==> src/rtl/scan_debounce_scheduler.sv <==
// Round-robin debounce controller: one prescaled scan tick evaluates one channel,
// flipping its debounced level after DEBOUNCE_LIMIT consecutive mismatching visits.
module scan_debounce_scheduler #(
  parameter int NUM_INPUTS     = 4,
  parameter int SCAN_DIVIDER   = 4,
  parameter int DEBOUNCE_LIMIT = 4,
  localparam int CHW = (NUM_INPUTS > 1) ? $clog2(NUM_INPUTS) : 1
) (
  input  logic                  i_Clk,
  input  logic                  i_Rst,
  input  logic [NUM_INPUTS-1:0] i_Bouncy,
  output logic [NUM_INPUTS-1:0] o_Debounced,
  output logic                  o_Event,
  output logic [CHW-1:0]        o_Event_Chan,
  output logic                  o_Event_Level
);

  localparam int PSW  = (SCAN_DIVIDER > 1) ? $clog2(SCAN_DIVIDER) : 1;
  localparam int CNTW = (DEBOUNCE_LIMIT > 1) ? $clog2(DEBOUNCE_LIMIT) : 1;
  localparam logic [PSW-1:0]  PS_LAST  = PSW'(SCAN_DIVIDER - 1);
  localparam logic [CHW-1:0]  PTR_LAST = CHW'(NUM_INPUTS - 1);
  localparam logic [CNTW-1:0] CNT_LAST = CNTW'(DEBOUNCE_LIMIT - 1);

  logic [NUM_INPUTS-1:0] sync1_q, sync2_q;
  logic [PSW-1:0]        presc_q, presc_d;
  logic [CHW-1:0]        ptr_q, ptr_d;
  logic [CNTW-1:0]       cnt_q [NUM_INPUTS];
  logic [CNTW-1:0]       cnt_d [NUM_INPUTS];
  logic [NUM_INPUTS-1:0] deb_q, deb_d;
  logic                  event_q, event_d;
  logic [CHW-1:0]        chan_q, chan_d;
  logic                  level_q, level_d;
  logic                  tick_s;

  assign tick_s = (presc_q == PS_LAST);

  // Next-state: prescaler, pointer and the single shared per-tick channel evaluation
  always_comb begin
    presc_d = tick_s ? {PSW{1'b0}} : presc_q + PSW'(1);
    ptr_d   = ptr_q;
    cnt_d   = cnt_q;
    deb_d   = deb_q;
    event_d = 1'b0;
    chan_d  = chan_q;
    level_d = level_q;
    if (tick_s) begin
      ptr_d = (ptr_q == PTR_LAST) ? {CHW{1'b0}} : ptr_q + CHW'(1);
      if (sync2_q[ptr_q] == deb_q[ptr_q]) begin
        cnt_d[ptr_q] = {CNTW{1'b0}};
      end else if (cnt_q[ptr_q] != CNT_LAST) begin
        cnt_d[ptr_q] = cnt_q[ptr_q] + CNTW'(1);
      end else begin
        cnt_d[ptr_q] = {CNTW{1'b0}};
        deb_d[ptr_q] = sync2_q[ptr_q];
        event_d      = 1'b1;
        chan_d       = ptr_q;
        level_d      = sync2_q[ptr_q];
      end
    end else begin
      ptr_d = ptr_q;
    end
  end

  // State registers, including the two-flop input synchronizer
  always_ff @(posedge i_Clk) begin
    if (i_Rst) begin
      sync1_q <= {NUM_INPUTS{1'b0}};
      sync2_q <= {NUM_INPUTS{1'b0}};
      presc_q <= {PSW{1'b0}};
      ptr_q   <= {CHW{1'b0}};
      for (int i = 0; i < NUM_INPUTS; i++) cnt_q[i] <= {CNTW{1'b0}};
      deb_q   <= {NUM_INPUTS{1'b0}};
      event_q <= 1'b0;
      chan_q  <= {CHW{1'b0}};
      level_q <= 1'b0;
    end else begin
      sync1_q <= i_Bouncy;
      sync2_q <= sync1_q;
      presc_q <= presc_d;
      ptr_q   <= ptr_d;
      cnt_q   <= cnt_d;
      deb_q   <= deb_d;
      event_q <= event_d;
      chan_q  <= chan_d;
      level_q <= level_d;
    end
  end

  assign o_Debounced   = deb_q;
  assign o_Event       = event_q;
  assign o_Event_Chan  = chan_q;
  assign o_Event_Level = level_q;

endmodule

==> config.mk <==
export PLATFORM = sky130hd
export DESIGN_NAME = scan_debounce_scheduler
export DESIGN_NICKNAME = d
export VERILOG_FILES = /design/src/rtl/scan_debounce_scheduler.sv
export SDC_FILE = /design/constraint.sdc
export NUM_CORES = 1
export LEC_CHECK = 0
export ABC_CLOCK_PERIOD_IN_PS = 1900
export CORE_ASPECT_RATIO = 1.1
export CORE_MARGIN = 4
export CORE_UTILIZATION = 48
export DETAILED_ROUTE_END_ITERATION = 12
export HOLD_SLACK_MARGIN = 0.03
export PLACE_DENSITY = 0.75
export SLEW_MARGIN = 20
export SYNTH_ARGS = -nofsm -noshare
export SYNTH_HDL_FRONTEND = slang
export SYNTH_SLANG_ARGS = --single-unit
==> constraint.sdc <==
create_clock -name i_Clk -period 1.9 [get_ports i_Clk]
set_input_delay 0.285 -clock i_Clk [delete_from_list [all_inputs] [get_ports i_Clk]]
set_output_delay 0.285 -clock i_Clk [all_outputs]
set_load 0.005 [all_outputs]
# Yosys cells after proc, flatten, opt, wreduce, memory -nomap -nowiden

Cells that the tools add are included.

$add $sub $neg: 3
Bitwise operators: 6
Muxes and demuxes: 17
Magnitude comparators: 4
Eq/ne operators: 4
Multiply operators: 0
Divide/modulo/power cells: 0
Shift-type cells: 0
Reductions and logical operators: 5

Operators by type and width:

| operator                                                    | count |
|---|---|
| 2-to-1 mux 8 bit                                            | 2 |
| AND 8 bit                                                   | 1 |
| bitwise mux 8 bit                                           | 1 |
| 2-to-1 mux 2 bit                                            | 4 |
| NOT 8 bit                                                   | 1 |
| adder 2 x 1 -> 2 bit (second input constant)                | 3 |
| binary-select mux 1 bit (select 2 bit)                      | 2 |
| binary-select mux 2 bit (select 2 bit)                      | 1 |
| bitwise mux 4 bit                                           | 1 |
| demux 2 bit (select 2 bit)                                  | 1 |
| == test 2 bit (second input constant)                       | 2 |
| 2-to-1 mux 1 bit                                            | 4 |
| >= comparator 3 bit (second input constant)                 | 1 |
| less-than comparator 2 x 3 -> 1 bit (second input constant) | 1 |
| less-than comparator 3 x 1 -> 1 bit (second input constant) | 1 |
| NOT 1 bit                                                   | 3 |
| NOT 2 -> 3 bit                                              | 1 |
| AND reduction 3 bit                                         | 1 |
| OR reduction 3 bit                                          | 1 |
| demux 1 bit (select 2 bit)                                  | 1 |
| >= comparator 2 x 1 -> 1 bit (second input constant)        | 1 |
| logical AND 1 bit                                           | 2 |
| inequality test 2 bit (second input constant)               | 1 |
| OR reduction 2 bit                                          | 1 |
| == test 1 bit                                               | 1 |

Latch bits: 0
Bits of input ports: 6
Memories: 0
Memory bits (read-only): 0
Memory bits (writable): 0
Bits in registers: 28

# Logic depth before layout (Yosys ltp)

Gate-level depths: netlist of run 1.

Depth after elaboration: 9
Depth in mapped cells: 7
Mapped depth without buffers: 6

# Worst setup path before layout of run 1

Ideal clock, no wire load.

Path kind: reg2reg
From: register ptr_q[0]
To: register cnt_q[0] in the netlist's numbering
Period minus slack after synthesis: 2.141 ns
Stages on the path, launching flop included: 6
Path slack: -0.241 ns
Arrival: 2.066 ns
Buffers on the path: 1
Library setup time: 0.075 ns
Path through: dfxtp_1 -> buf_6 -> mux4_1 -> ha_1 -> or4_1 -> o22ai_1

Word-level cells in the longest chain between the ends: 9

Ends and longest elaborated chain:

| what                                                                                             | line       | text |
|---|---|---|
| from (decl)                                                                                      | 26         | `logic [CHW-1:0] ptr_q, ptr_d;` |
| from (signal assigned)                                                                           | 70         | `ptr_q <= {CHW{1'b0}};` |
| from (signal assigned)                                                                           | 80         | `ptr_q <= ptr_d;` |
| NOT 2 -> 3 bit (implied by the code)                                                             | --         |  |
| >= comparator 3 bit (implied by the code) or less-than comparator 3 x 1 -> 1 bit (tied branches) | 49, 51, 53 |  |
| logical AND 1 bit (implied by the code)                                                          | 49, 51, 53 |  |
| 2-to-1 mux 2 bit (implied by the code)                                                           | 49, 51, 53 |  |
| demux 2 bit (select 2 bit)                                                                       | 49, 51, 53 |  |
| NOT 8 bit (no line)                                                                              | --         |  |
| AND 8 bit (no line)                                                                              | --         |  |
| 2-to-1 mux 8 bit                                                                                 | 50         | `end else if (cnt_q[ptr_q] != CNT_LAST) begin` |
| 2-to-1 mux 8 bit (*)                                                                             | 48         | `if (sync2_q[ptr_q] == deb_q[ptr_q]) begin` |
| to (signal assigned)                                                                             | 81         | `cnt_q <= cnt_d;` |
| to (decl)                                                                                        | 27         | `logic [CNTW-1:0] cnt_q [NUM_INPUTS];` |

Every way passes the cells marked *; elsewhere a longest branch is shown, timed or not. The select of a mux whose other input is x is not followed.
A chain may end at the register's enable or synchronous reset.

# Worst setup path in the final report of run 1

From: register ptr_q[0]
To: register cnt_q[3] in the netlist's numbering

The elaborated chain is that of the path after synthesis.

==> impl_metrics.yaml, run 1 <==
placed_design:
  dpl.hpwl_mm: 1.86
  dpl-instance-area_um2: 1460
  io_buffers: 13
  dp.cells: 163
  gp_congestion: 0.938
die:
  start_util_pct: 52.5
  coreArea_um2: 2340
  die_area_um2: 3440
  die_x_um: 56.3
  die_y_um: 61.1
  ios: 14
  core.rowCount: 18
global_routing:
  grt_pass1_vias: 957
  grt_usage_pct: 16.8
  grt_pass1_wl_mm: 4.46
  antenna_found_initial: 0
  grt_max_degree: 22
  grt-ovfl-total: 0
final_layout:
  diodes: 0
  fin_nets: 152
  seq_area_um2: 566
  drive_gt1_share_pct: 30.4
  instances_no_fill: 168
  multi_input_area_um2: 753
  design_area_um2: 1630
  nFillCells: 185
  areaGrowthSynthToFinish_pct: 32.1
critical_path:
  crit_chain: "mux4_2, ha_4, or4b_4, o22ai_2"
  crit_type: "flip-flop to flip-flop"
  crit_arrival_ns: 2.30
  slowest_delay_ns: 0.59
  worstRegToRegCells: 4
  required_ns: 2.17
  worst_setup_path_end_kind: "flip-flop"
  critPathMaxFanout: 6
  slowest_stage: "mux4_2"
  startpoint_type: "flip-flop"
drt:
  route.vias.total: 942
  drc_errors: 0
  via_per_inst: 5.61
  ant_nets: 0
  drt_wl_total_mm: 2.63
  drt_iter0_markers: 21
  first_pass_iters: 4
  routedWlPerCell_um: 15.7
clock_network:
  clk_pin_slew_ns: 0.15
  root_buffer: "clkbuf_4"
  clkLatencyLatePin_ns: 0.33
  cts_tree: "yes"
  clk_path_buf_depth: 2
  cts.sinks: 28
  cts_max_level: 1
  cts_buffers: 3
timing:
  min_period_over_period_pct: 107
  slew_violations: 0
  fmax_mhz: 492
  relSlewSlack_pct: 81.8
  rsz0062_at_grt: "yes"
  setup_ws_ns: -0.132
  finalSetupTns_ns: -0.782
  finClkSkew_ns: 0.00579
  tightest_slew_ns: 0.269
  setup_viol: 9
  fin_crit_ns: 2.03
  hold_violations: 0
yosys:
  yosysSeqAreaShare_pct: 45.6
  yosys_warnings: 0
  synth.cell_area_um2: 1230
  synth_cells: 116
  ys_types: 26
  synth_seq_cells: 28
  synth_area_per_cell_um2: 10.6
  syn-num-nets: 129
power:
  power.density_nw_per_um2: 678
  ir_drop_mv: 0.660
  leakagePower_nw: 0.549
outcome:
  violations: "setup timing"
  status: "finished, violations left"
hold_path:
  min_path_type: "flip-flop to flip-flop"
  whs_path_depth: 1
flow_run:
  cap_viol_max_count: 0
==> where the power goes <==
part           leakage [nW]  switching [W]  internal (W)
registers             0.229     0.00000817      0.000603
logic                 0.292      0.0000480     0.0000504
clock network        0.0279       0.000179      0.000213
total                 0.549       0.000235      0.000866
==> layout make-up <==
class                   instances  area share, %
clock inverters                 1           1.85
inverters                       3          0.693
flip-flops and latches         28           34.8
multi-input cells              80           46.3
well taps                      30           2.31
clock buffers                   3           1.39
repair buffers                 23           12.6
==> what timing repair did <==
item | 4_1_cts | 5_1_grt
setup buffers | 1 | 0
hold buffers | 0 | 0
hold endpoints to repair | 0 | 0
endpoints found under the setup margin | 12 | 13
pin swaps | 3 | 3
gates resized for setup | 15 | 6
gates cloned | 0 | 0
==> cell usage in the layout, fill, tap and decap left out, types with 2 or more instances in the layout <==
cell	Yosys	layout
a2111oi_2	0	2
a2111oi_4	0	2
a21oi_1	6	5
and2b_2	4	4
buf_4	0	10
clkbuf_4	0	3
clkdlybuf4s50_1	0	13
dfxtp_1	28	26
ha_1	7	5
ha_4	0	2
inv_1	3	3
mux4_2	2	4
nand2_1	6	6
nand3b_1	8	8
nor2_1	7	6
nor2b_1	10	10
nor3_1	3	3
o21ai_0	3	3
o22ai_1	8	3
o22ai_2	0	5
o41ai_1	2	2
==> Yosys cell counts (all sizes together) <==
| cell | count | area (um2) |
|---|---|---|
| nor3 | 4 | 25.0 |
| o21ai | 3 | 15.0 |
| o41ai | 2 | 17.5 |
| clkbuf | 4 | 15.0 |
| o22ai | 8 | 50.1 |
| ha | 7 | 87.6 |
| inv | 3 | 11.3 |
| or4 | 1 | 7.51 |
| or4b | 1 | 13.8 |
| a21oi | 6 | 30.0 |
| dfxtp | 28 | 561 |
| a2111oi | 4 | 35.0 |
| nand2 | 6 | 22.5 |
| and3 | 1 | 6.26 |
| nor2 | 7 | 26.3 |
| buf | 1 | 11.3 |
| nand2b | 1 | 6.26 |
| mux2i | 1 | 10.0 |
| xnor2 | 1 | 16.3 |
| nor2b | 10 | 62.6 |
| mux4 | 4 | 97.6 |
| nor3b | 1 | 7.51 |
| and2b | 4 | 35.0 |
| nand3b | 8 | 60.1 |
==> sequential cells by signal (all words and copies together) (netlist names) <==
signal	count
cnt_q	8
o_Debounced	4
sync1_q	4
sync2_q	4
o_Event_Chan	2
presc_q	2
ptr_q	2
o_Event	1
o_Event_Level	1
==> critical path, delay by kind of cell (launching register included) <==
kind | cells | cell delay (ns)
multiplexers | 1 | 0.59
AND/OR/NAND/NOR | 1 | 0.49
flip-flops | 1 | 0.43
adder cells (fa/ha/maj) | 1 | 0.29
AO/OA/AOI/OAI | 1 | 0.16
==> per-stage QoR <==
step / setup WS, ns / hold slack (ns) / util (%) / total power, W
2_1_floorplan: -0.0956 / 0.404 / - / 0.000681
3_3_place_gp: -0.0680 / 0.413 / 62.3 / 0.000707
3_5_place_dp: -0.234 / 0.422 / 62.3 / 0.000712
4_1_cts: -0.120 / 0.440 / 67.4 / 0.00110
5_1_grt: -0.179 / 0.449 / 69.4 / 0.00115
6_report: -0.132 / 0.437 / 69.4 / 0.00110
==> kinds of logic after synthesis <==
family	synth area share (%)
compound gates	12.0
xor+xnor	1.32
fa+ha+maj	7.12
buf+inv	3.05
flops	45.6
mux	8.75
simple gates	22.2
==> path summary, 6_finish.rpt <==
path,start,end,slack (ns)
min reg2reg,presc_q[0]$_SDFF_PP0_,presc_q[0]$_SDFF_PP0_,0.44
min,presc_q[0]$_SDFF_PP0_,presc_q[0]$_SDFF_PP0_,0.44
max reg2reg,ptr_q[0]$_SDFFE_PP0P_,cnt_q[3]$_SDFFE_PP0P_,-0.13
max,ptr_q[0]$_SDFFE_PP0P_,cnt_q[3]$_SDFFE_PP0P_,-0.13
==> layer usage <==
metal / GRT usage (%) / wire, um / vias up
met3: 3.56 / 153 / 4
met4: 6.10 / 32 / 0
met2: 28.5 / 1280 / 28
met5: 0 / 0 / -
li1: - / - / 466
met1: 21.5 / 1170 / 444
Note: power is estimated with default switching activity, not from simulation.
==> run 2: changes to the inputs <==
ABC_CLOCK_PERIOD_IN_PS = 2150   (was 1900)
CORE_UTILIZATION = 54   (was 48)
PLACE_DENSITY = 0.79   (was 0.75)
clock period = 2.15 ns   (was 1.9 ns; I/O delays follow)
==> run 2 against run 1 <==
Against the previous run:
- the flow now finishes without violations
- sequential power is 12% lower
- clock skew shrank 0.0031 ns
- fmax decreased by 0.97%
- routed wire length down 9.0%
- clock power decreased by 11%
- worst hold slack better by 0.0067 ns
- die area decreased by 9.6%
- power shrank 12%
- sequential share of layout area grew 2.9 points
- register-to-register slack better by 0.23 ns
- first-iteration DRC count increased by 29%
- largest cell class unchanged
- largest power group unchanged
- highest routed layer unchanged
==> impl_metrics.yaml, run 2 (synthesis gave the netlist of run 1 again) <==
global_routing:
  use_met3_pct: 3.86
  grt_usage_pct: 18.3
  grt_pass1_wl_mm: 4.13
  grt-busiest-layer: "met2"
  antenna_found_initial: 0
  grt_pass1_vias: 874
  grt-ovfl-total: 0
  grt_util_met1_pct: 22.8
  grt_max_degree: 17
  globalRouteMet2Util_pct: 28.5
critical_path:
  cp_top_family: "multiplexers"
  crit_arrival_ns: 2.33
  rrSetupSlack_ns: 0.1
  crit_type: "flip-flop to flip-flop"
  slowest_delay_ns: 0.56
  slowest_stage: "mux4_2"
  critPathBufInv: 1
  required_ns: 2.43
  crit-reg2reg-capture: "cnt_q[3]$_SDFFE_PP0P_"
  critPathMaxFanout: 7
  worstRegToRegCells: 5
  startpoint_type: "flip-flop"
  r2r_start: "ptr_q[0]$_SDFFE_PP0P_"
  worst_setup_path_end_kind: "flip-flop"
  crit_chain: "buf_4, mux4_2, xnor2_2, or4b_4, o22ai_1"
power:
  power.density_nw_per_um2: 644
  ir_drop_mv: 0.609
  leakagePower_nw: 0.541
  fin_total_pwr_w: 0.000964
hold_path:
  min_path_type: "flip-flop to flip-flop"
  worstHoldStart: "presc_q[0]$_SDFF_PP0_"
  whs_path_depth: 1
  hold_end: "presc_q[0]$_SDFF_PP0_"
final_layout:
  areaGrowthSynthToFinish_pct: 21.7
  largest_reg_flops: 8
  diodes: 0
  design_area_um2: 1500
  instances_no_fill: 164
  fin_nets: 150
  mostFrequentLayoutCells: "27 x dfxtp_1, 13 x clkdlybuf4s50_1, 10 x nor2b_1, 8 x nand3b_1, 8 x buf_4"
  nFillCells: 170
  drive_gt1_share_pct: 19.9
  regMostFlops: "cnt_q"
  multi_input_area_um2: 643
  utilization_pct: 71.8
  layout_commonest_cell: "dfxtp_1"
  seq_area_um2: 564
die:
  start_util_pct: 59.0
  coreArea_um2: 2080
  die_y_um: 58.1
  die_x_um: 53.5
  ios: 14
  core.rowCount: 17
  die_area_um2: 3110
flow_run:
  cap_viol_max_count: 0
placed_design:
  dpl.hpwl_mm: 1.80
  gp_congestion: 0.860
  io_buffers: 13
  dpl-instance-area_um2: 1430
  pre_cts_ws_ns: -0.0662
  dp.cells: 160
clock_network:
  clkLatencyLatePin_ns: 0.34
  cts_setup_buffers: 0
  cts_buffers: 3
  root_buffer: "clkbuf_4"
  clk_path_buf_depth: 2
  cts.sinks: 28
  clk_pin_slew_ns: 0.15
  cts_max_level: 1
  cts_tree: "yes"
  hold_buffers: 0
drt:
  routedWlPerCell_um: 14.6
  drt_wl_total_mm: 2.39
  first_pass_iters: 4
  via_per_inst: 5.73
  drc_errors: 0
  drt_iter0_markers: 27
  ant_nets: 0
  route.vias.total: 940
timing:
  hold_violations: 0
  slew_violations: 0
  rsz0062_at_grt: "no"
  tightest_slew_ns: 0.336
  relSlewSlack_pct: 77.0
  fmax_mhz: 487
  fin_crit_ns: 2.05
  finClkSkew_ns: 0.00272
  setup_viol: 0
  min_period_over_period_pct: 95.4
  setup_ws_ns: 0.0986
outcome:
  status: "completed"
## run 2: how the worst max path moves through the flow
stage | start | to | slack, ns | depth (start not counted)
2_1_floorplan | ptr_q[0]$_SDFFE_PP0P_ | cnt_q[0]$_SDFFE_PP0P_ | 0.009 | 5
3_3_place_gp | ptr_q[0]$_SDFFE_PP0P_ | cnt_q[4]$_SDFFE_PP0P_ | 0.10 | 4
3_5_place_dp | ptr_q[0]$_SDFFE_PP0P_ | cnt_q[2]$_SDFFE_PP0P_ | -0.07 | 4
4_1_cts | ptr_q[0]$_SDFFE_PP0P_ | cnt_q[2]$_SDFFE_PP0P_ | 0.02 | 4
5_1_grt | ptr_q[0]$_SDFFE_PP0P_ | cnt_q[7]$_SDFFE_PP0P_ | 0.01 | 5
6_report | ptr_q[0]$_SDFFE_PP0P_ | cnt_q[3]$_SDFFE_PP0P_ | 0.1 | 5
## run 2: stage by stage
step	TNS (ns)	hold WS, ns
4_1_cts	0	0.447
6_report	0	0.443
5_1_grt	0	0.467
3_5_place_dp	-0.0843	0.422
2_1_floorplan	0	0.404
3_3_place_gp	0	0.413
## run 2: area by class of cell
type,instances,share of cell area [%]
clock buffers,3,1.51
flip-flops and latches,28,37.7
clock inverters,1,2.01
inverters,3,0.753
well taps,28,2.34
multi-input cells,80,43.0
repair buffers,21,12.7
## run 2: layer usage
layer	wire length (um)	part of all wire, %	vias up
li1	-	-	459
met2	1190	50	37
met3	148	6.2	5
met1	996	42	439
met5	0	0	-
met4	62	2.6	0
## run 2: worst register-to-register path, cell delays in order, from the launching register on
cell and delay (ns):
dfxtp_4 0.39, buf_4 0.16, mux4_2 0.56, xnor2_2 0.19, or4b_4 0.53, o22ai_1 0.16
## run 2: timing repair
item,4_1_cts,5_1_grt
endpoints found under the setup margin,3,5
gates resized for setup,2,5
gates cloned,0,0
## run 2: where the power goes
group	internal, W	switching, W	total (W)
clock network	0.000189	0.000160	0.000349
registers	0.000532	0.00000510	0.000537
logic	0.0000411	0.0000367	0.0000778
==> run 3: changes to the inputs <==
SETUP_SLACK_MARGIN = 0.02   (was not set)
==> run 3 against run 2 <==
Against the previous run:
- core utilization is 1.1 points lower
- largest cell class unchanged
- final cell count decreased by 0.61%
- sequential power is essentially flat
- via count rose by 2.3%
==> impl_metrics.yaml, run 3 (synthesis gave the netlist of run 1 again) <==
timing:
  tightest_slew_ns: 0.345
  timing.hold.ws_ns: 0.440
  min_period_over_period_pct: 96.1
  relSlewSlack_pct: 76.4
  rsz0062_at_grt: "yes"
  fin_crit_ns: 2.07
  finClkSkew_ns: 0.00175
  finalSetupTns_ns: 0
  fmax_mhz: 484
  slew_violations: 0
  setup_viol: 0
  hold_violations: 0
clock_network:
  cts_max_level: 1
  clk_path_buf_depth: 2
  cts.sinks: 28
  clkLatencyLatePin_ns: 0.32
  cts_tree: "yes"
  hold_buffers: 0
  clk_pin_slew_ns: 0.13
  root_buffer: "clkbuf_4"
  cts_buffers: 3
final_layout:
  drive_gt1_share_pct: 19.3
  layout_commonest_cell: "dfxtp_1"
  diodes: 0
  seq_area_um2: 563
  utilization_pct: 70.7
  nFillCells: 180
  regMostFlops: "cnt_q"
  mostFrequentLayoutCells: "26 x dfxtp_1, 13 x clkdlybuf4s50_1, 10 x nor2b_1, 8 x nand3b_1, 8 x o22ai_1"
  fin_nets: 150
  largest_reg_flops: 8
  multi_input_area_um2: 648
  areaGrowthSynthToFinish_pct: 19.8
drt:
  ant_nets: 0
  routedWlPerCell_um: 15.4
  drt_wl_total_mm: 2.51
  route.vias.total: 962
  drt_iter0_markers: 19
  via_per_inst: 5.90
  drc_errors: 0
  first_pass_iters: 4
critical_path:
  critPathMaxFanout: 7
  required_ns: 2.41
  crit_arrival_ns: 2.32
  startpoint_type: "flip-flop"
  crit_type: "flip-flop to flip-flop"
  worst_setup_path_end_kind: "flip-flop"
power:
  ir_drop_mv: 0.437
  power.density_nw_per_um2: 561
  leakagePower_nw: 0.527
die:
  start_util_pct: 59.0
  die_y_um: 58.1
  ios: 14
  core.rowCount: 17
  die_x_um: 53.5
  coreArea_um2: 2080
  die_area_um2: 3110
placed_design:
  gp_congestion: 0.828
  dpl.hpwl_mm: 1.80
  io_buffers: 13
global_routing:
  grt-ovfl-total: 0
  antenna_found_initial: 0
  grt_pass1_vias: 940
  grt_pass1_wl_mm: 4.21
  grt_max_degree: 31
  grt_usage_pct: 18.1
outcome:
  status: "completed"
flow_run:
  cap_viol_max_count: 0
hold_path:
  min_path_type: "flip-flop to flip-flop"
run 3: cell types whose count changed in the layout (fill, tap and decap cells not counted), sizes merged:
| cell | before | now |
|---|---|---|
| bufinv | 1 | 0 |
run 3: metal layers:
metal / up-vias / share of wire, % / routed length, um / GRT usage, %
met1: 472 / 43 / 1090 / 22.4
met2: 25 / 50 / 1260 / 29.4
met5: - / 0 / 0 / 0
met4: 0 / 2.3 / 57 / 8.76
met3: 6 / 4.1 / 104 / 3.86
li1: 459 / - / - / -
run 3: metrics by stage:
stage	cell area (um2)	std cells	setup WS (ns)	power (W)
after floorplan	1230	116	0.0333	0.000599
after global placement	1410	157	0.0983	0.000619
after detailed placement	1410	157	0.0428	0.000623
after CTS	1450	160	0.0511	0.000830
after global routing	1470	163	0.00651	0.000869
final	1470	163	0.0843	0.000828
run 3: repair_timing:
| action | CTS | global route |
|---|---|---|
| setup buffers | 0 | 3 |
| endpoints found under the setup margin | 3 | 13 |
| pin swaps | 0 | 1 |
| gates resized for setup | 2 | 5 |
run 3: where the power goes:
group | switching (W) | internal (W)
sequential | 0.00000541 | 0.000533
combinational | 0.0000384 | 0.0000439
clock | 0.000141 | 0.0000657
total | 0.000185 | 0.000642
run 3: path summary, 6_finish.rpt:
path / startpoint / endpoint / slack (ns) / depth (start not counted)
worst min register to register: presc_q[0]$_SDFF_PP0_ / presc_q[0]$_SDFF_PP0_ / 0.44 / 1
worst max-delay path: ptr_q[0]$_SDFFE_PP0P_ / cnt_q[3]$_SDFFE_PP0P_ / 0.08 / 5
worst max register to register: ptr_q[0]$_SDFFE_PP0P_ / cnt_q[3]$_SDFFE_PP0P_ / 0.08 / 5
worst min-delay path: presc_q[0]$_SDFF_PP0_ / presc_q[0]$_SDFF_PP0_ / 0.44 / 1
run 3: area by class of cell:
type                       count  share of cell area, %
clock buffer                   3                   1.53
sequential                    28                   38.2
multi-input combinational     80                   44.0
tap                           28                   2.38
timing repair buffer          21                   13.2
inverter                       3                  0.764
run 3: critical path: stages, from the launching register on:
cell and delay, ns:
dfxtp_2 0.39, buf_6 0.14, mux4_2 0.57, xnor2_4 0.20
or4b_4 0.53, o22ai_1 0.17
